`src/rtl/perf_counter_bank.sv`:
```
// Parametrised bank of event counters with a CSR-side read/write port and split readout of wide counters.
// Optional sticky overflow flags and interrupt are built only when PERF_CNT_OVF_EN is defined.
module perf_counter_bank #(
    parameter int NUM_CNT = 8,
    parameter int CNT_W   = 64,
    parameter int XLEN    = 32,
    parameter int INC     = 1,
    parameter int IDX_W   = $clog2(NUM_CNT)
) (
    input  logic               clk,
    input  logic               rst_n,
    input  logic [NUM_CNT-1:0] evt_i,
    input  logic [NUM_CNT-1:0] inhibit_i,
    input  logic               clear_i,
    input  logic               rd_en_i,
    input  logic [IDX_W-1:0]   rd_idx_i,
    input  logic               rd_hi_i,
    output logic [XLEN-1:0]    rd_data_o,
    output logic               rd_valid_o,
    input  logic               wr_en_i,
    input  logic [IDX_W-1:0]   wr_idx_i,
    input  logic               wr_hi_i,
    input  logic [XLEN-1:0]    wr_data_i,
    output logic [NUM_CNT-1:0] ovf_o,
    input  logic [NUM_CNT-1:0] ovf_clr_i,
    output logic               irq_o
);

    localparam int unsigned PAD_N = 1 << IDX_W;
    localparam bit          WIDE  = (CNT_W > XLEN);

    logic [CNT_W-1:0]   r_cnt     [NUM_CNT];
    logic [CNT_W-1:0]   w_nxt     [NUM_CNT];
    logic [CNT_W-1:0]   w_wr_val  [NUM_CNT];
    logic [CNT_W-1:0]   w_cnt_pad [PAD_N];
    logic [CNT_W-1:0]   w_rd_cnt;
    logic [CNT_W:0]     w_sum;
    logic [NUM_CNT-1:0] w_wr_hit;
    logic [NUM_CNT-1:0] w_wrap;
    logic [XLEN-1:0]    w_lo_rd;
    logic [XLEN-1:0]    w_hi_rd;
    logic [XLEN-1:0]    r_rd_data;
    logic               r_rd_valid;

    // Out-of-range indices land on zero-filled padding, so reads of them return 0.
    always_comb begin
        for (int unsigned i = 0; i < PAD_N; i++) w_cnt_pad[i] = '0;
        for (int unsigned i = 0; i < NUM_CNT; i++) w_cnt_pad[i] = r_cnt[i];
        w_rd_cnt = w_cnt_pad[rd_idx_i];
    end

    generate
        if (CNT_W > XLEN) begin : g_wide
            localparam int HI_W = CNT_W - XLEN;
            logic [HI_W-1:0] r_shadow;

            always_comb begin
                for (int unsigned k = 0; k < NUM_CNT; k++) begin
                    if (wr_hi_i) w_wr_val[k] = {wr_data_i[HI_W-1:0], r_cnt[k][XLEN-1:0]};
                    else         w_wr_val[k] = {r_cnt[k][CNT_W-1:XLEN], wr_data_i};
                end
            end

            // A lo read latches the upper half of the same pre-update sample for the following hi read.
            always_ff @(posedge clk or negedge rst_n) begin
                if (!rst_n)                    r_shadow <= '0;
                else if (clear_i)              r_shadow <= '0;
                else if (rd_en_i && !rd_hi_i)  r_shadow <= w_rd_cnt[CNT_W-1:XLEN];
            end

            always_comb begin
                w_lo_rd              = w_rd_cnt[XLEN-1:0];
                w_hi_rd              = '0;
                w_hi_rd[HI_W-1:0]    = r_shadow;
            end
        end else begin : g_narrow
            always_comb begin
                for (int unsigned k = 0; k < NUM_CNT; k++) w_wr_val[k] = wr_data_i[CNT_W-1:0];
            end

            always_comb begin
                w_lo_rd              = '0;
                w_lo_rd[CNT_W-1:0]   = w_rd_cnt;
                w_hi_rd              = '0;
            end
        end
    endgenerate

    always_comb begin
        w_sum = '0;
        for (int unsigned k = 0; k < NUM_CNT; k++) begin
            w_wr_hit[k] = wr_en_i && (wr_idx_i == IDX_W'(k)) && (WIDE || !wr_hi_i);
            w_sum       = {1'b0, r_cnt[k]} + (CNT_W+1)'(INC);
            w_nxt[k]    = r_cnt[k];
            w_wrap[k]   = 1'b0;
            if (clear_i) begin
                w_nxt[k] = '0;
            end else if (w_wr_hit[k]) begin
                w_nxt[k] = w_wr_val[k];
            end else if (evt_i[k] && !inhibit_i[k]) begin
                w_nxt[k]  = w_sum[CNT_W-1:0];
                w_wrap[k] = w_sum[CNT_W];
            end
        end
    end

    always_ff @(posedge clk or negedge rst_n) begin
        if (!rst_n) begin
            for (int unsigned k = 0; k < NUM_CNT; k++) r_cnt[k] <= '0;
        end else begin
            for (int unsigned k = 0; k < NUM_CNT; k++) r_cnt[k] <= w_nxt[k];
        end
    end

    always_ff @(posedge clk or negedge rst_n) begin
        if (!rst_n) begin
            r_rd_data  <= '0;
            r_rd_valid <= 1'b0;
        end else begin
            r_rd_valid <= rd_en_i;
            if (rd_en_i) r_rd_data <= rd_hi_i ? w_hi_rd : w_lo_rd;
        end
    end

    assign rd_data_o  = r_rd_data;
    assign rd_valid_o = r_rd_valid;

`ifdef PERF_CNT_OVF_EN
    logic [NUM_CNT-1:0] r_ovf;

    // A wrap on the same edge as a clear request wins, so no overflow is lost.
    always_ff @(posedge clk or negedge rst_n) begin
        if (!rst_n) r_ovf <= '0;
        else        r_ovf <= (r_ovf & ~ovf_clr_i) | w_wrap;
    end

    assign ovf_o = r_ovf;
    assign irq_o = |r_ovf;
`else
    logic w_unused_ovf;
    assign w_unused_ovf = ^{ovf_clr_i, w_wrap};
    assign ovf_o        = '0;
    assign irq_o        = 1'b0;
`endif

endmodule

```
`config.mk`:
```
export PLATFORM = sky130hd
export DESIGN_NAME = perf_counter_bank
export DESIGN_NICKNAME = d
export VERILOG_FILES = /design/src/rtl/perf_counter_bank.sv
export SDC_FILE = /design/constraint.sdc
export NUM_CORES = 2
export LEC_CHECK = 0
export ABC_AREA = 1
export CAP_MARGIN = 20
export CELL_PAD_IN_SITES_DETAIL_PLACEMENT = 1
export CELL_PAD_IN_SITES_GLOBAL_PLACEMENT = 2
export CORE_MARGIN = 4
export CORE_UTILIZATION = 31
export DETAILED_ROUTE_END_ITERATION = 8
export PLACE_DENSITY_LB_ADDON = 0.1
export SLEW_MARGIN = 10
export SYNTH_ARGS = -nofsm -noshare
export SYNTH_HDL_FRONTEND = slang
export SYNTH_SLANG_ARGS = --single-unit
```
`constraint.sdc`:
```
create_clock -name clk -period 1.9 [get_ports clk]
set_clock_uncertainty 0.15 [all_clocks]
set_input_delay 0.38 -clock clk [delete_from_list [all_inputs] [get_ports clk]]
set_output_delay 0.38 -clock clk [all_outputs]
set_load 0.02 [all_outputs]
```
==> out/metrics.yaml <==
total_power_mw: 40.7
ys_seq_elements: 577
drc: 0
grt_pass1_vias: 66100
die_w_um: 397
synthMuxAreaShare: 0
cts_buffer_depth: 3
die_h_um: 397
intPower_mw: 25.9
setup_viol: 198
finalHoldViolations: 0
antenna_left: 0
drt_iter0_drc: 5861
grt_overflow: 0
status: "finished, violations left"
comb_power_share: 0.257
leakagePower_nw: 33.9
synth_flop_cell: "dfrtp_1"
max-cap-violations: 0
nets: 10100
fill_cells: 19600
startpoint_type: "flip-flop"
clkSlewWorstSetupHoldPaths_ns: 0.07
antenna_found_initial: 32
core.rowCount: 142
gp_congestion: 1.08
seqPwrFrac: 0.350
root_buffer: "clkbuf_16"
power_switching_mw: 14.8
synthXorXnorAreaFrac: 0.00802
slew_headroom: 0.445
core_area_um2: 150000
worst-path-max-fanout: 3
period_needed_ns: 2.05
tightest_slew_ns: 0.824
insertion_delay_ns: 0.73
ir_drop_mv: 0.681
tritoncts.num_buffers: 83
yosysUniqueCellTypes: 34
design_area_um2: 75200
period_share: 1.08
violations: "setup timing"
syn2layout_area_growth_pct: 60.1
pwr-share-clk: 0.393
detail_route.wl_per_cell_um: 28.3
grt_most_used_layer: "met2"
place_area_um2: 64400
synth-simple-area-share: 0.422
yosys_warnings: 0
syn_avg_cell_area_um2: 5.71
crit_type: "flip-flop to flip-flop"
end_kind: "flip-flop"
vias: 67200
portBuffers: 93
grt_max_degree: 66
power_density_nw_per_um2: 542
dpl.hpwl_mm: 265
hp-class: "primary input to flip-flop"
arrival_ns: 2.50
power.share.switching: 0.362
worstPathRequired_ns: 2.35
vias_per_cell: 5.55
grt_pass1_wl_mm: 470
syn-instance-count: 8215
fmax_ghz: 0.489
dieArea_um2: 158000
yosysSeqAreaShare: 0.308
slew_viol_final: 0
cts_sinks: 577
final_cell_mix: "nand2_1 (2543), buf_4 (1587), nor2_1 (713), inv_1 (650), nand3_1 (630)"
reg2regPathDepth: 14
cts_htree_levels: 3
synth_top_family_by_area: "simple AND/OR/NAND/NOR gates"
start_util: 0.313
global_route.usage.met2: 0.621
io_pins: 111
cts_tree: "done"
synth_edf_count: 0
grt_usage: 0.411
synth_compound_area_frac: 0.173
synth_area_um2: 46900
whs_path_depth: 4
grtUsageMet1: 0.511
drt_wl_total_mm: 343
drive_gt1_frac: 0.347
setup_ws_ns: -0.146
final_common_cell: "nand2_1"
synth_fa_ha_area_frac: 0.00213
async_reset_ff_frac: 1.00
gr-usage-met3: 0.101
dr.pass1.iters: 5
grt_setup_unrepaired: "yes"
[worst max-delay path, stage by stage, from the launching register on]
cell	delay (ns)
dfrtp_1	0.38
buf_6	0.12
ha_4	0.14
nand2_4	0.07
nor2_4	0.14
buf_6	0.14
nand3_4	0.10
buf_6	0.16
nor2_4	0.08
buf_6	0.14
nand3_2	0.06
nand2_1	0.06
nand3_1	0.08
nand2_1	0.07
nand2_1	0.04
[cell type report]
| cell class | instances | area, um^2 | share of cell area |
|---|---|---|---|
| multi-input cells | 6567 | 34000 | 0.453 |
| diodes | 35 | 87.6 | 0.00117 |
| well taps | 2016 | 2520 | 0.0336 |
| clock buffers | 129 | 2490 | 0.0332 |
| flip-flops and latches | 577 | 14600 | 0.194 |
| inverters | 747 | 2990 | 0.0398 |
| clock inverters | 14 | 104 | 0.00138 |
| repair buffers | 2036 | 18300 | 0.244 |
[metrics by stage]
step	setup WS (ns)	setup TNS [ns]	util	hold WS [ns]	std cells
after CTS	-0.104	-4.87	0.462	0.0308	12000
after detailed placement	-0.865	-354.07	0.429	0.128	11800
after global routing	-0.219	-32.08	0.500	0.0774	12100
after floorplan	-0.00256	-0.00256	-	-0.0656	8223
final	-0.146	-10.14	0.501	0.0889	12100
after global placement	-0.735	-317.89	0.429	0.127	11800
[cell families (layout without fill, tap and decap cells)]
family          Yosys count  count (layout)
simple gates           4940            4940
compound gates         1567            1567
xor+xnor                 43              43
flops                   577             577
buf+inv                1079            2926
fa+ha+maj                 8               8
other cells               1              44
[routing by layer]
layer  vias to the layer above  part of all wire
met2                      2801              0.43
met4                        28             0.088
met5                         -           0.00061
li1                      30200                 -
met1                     33300              0.40
met3                       911             0.082
[Yosys cell counts (5+ instances only)]
library cell / number / share of area
nand3b_1: 17 / 0.0027
nand2_1: 2920 / 0.23
o22ai_1: 80 / 0.011
clkinv_1: 7 / 0.00056
dfrtp_1: 577 / 0.31
buf_2: 40 / 0.0043
nor2_1: 1142 / 0.091
clkbuf_1: 254 / 0.020
ha_1: 8 / 0.0021
a21oi_1: 634 / 0.068
nor3_1: 5 / 0.00053
o21ai_1: 24 / 0.0026
nor2_2: 5 / 0.00067
xor2_1: 42 / 0.0078
nand4_1: 54 / 0.0072
inv_2: 16 / 0.0013
buf_1: 29 / 0.0023
o211ai_1: 54 / 0.0086
o21ai_0: 766 / 0.082
nand3_1: 779 / 0.083
or2_1: 7 / 0.00093
or2_2: 7 / 0.00093
inv_1: 724 / 0.058
buf_4: 9 / 0.0014
[power groups by stage]
| stage | Combinational (mW) | Sequential, mW | Clock, mW |
|---|---|---|---|
| 2_1_floorplan | 3.27 | 14.0 | 0 |
| 3_3_place_gp | 9.23 | 14.2 | 0 |
| 3_5_place_dp | 9.42 | 14.2 | 0 |
| 4_1_cts | 9.63 | 14.1 | 16.1 |
| 5_1_grt | 10.9 | 14.3 | 16.6 |
| 6_report | 10.5 | 14.2 | 16.0 |
[worst paths after layout]
| path | to | startpoint | slack [ns] |
|---|---|---|---|
| worst min-delay path | g_wide.r_shadow[12] | rd_idx_i[2] | 0.09 |
| worst max-delay path | r_cnt[434] | r_cnt[385] | -0.15 |
| max in group asynchronous | r_cnt[294] | rst_n | 0.20 |
| worst min register to register | rd_data_o[8] | rd_data_o[8] | 0.37 |
| worst max register to register | r_cnt[434] | r_cnt[385] | -0.15 |
| min in group asynchronous | r_cnt[334] | rst_n | 0.25 |
[flip-flops by register name (all words and copies together), names as in the netlist]
signal / flops
r_cnt: 512
g_wide.r_shadow: 32
rd_data_o: 32
rd_valid_o: 1
[repair_timing]
action,in CTS,in global routing
pin swaps,149,463
gates cloned,0,3
hold endpoints to repair,573,0
resized for setup,890,1528
buffers inserted,66,127
hold buffers,2,0
setup endpoints to repair,430,505
No activity file was read; power rests on OpenSTA's default activity.
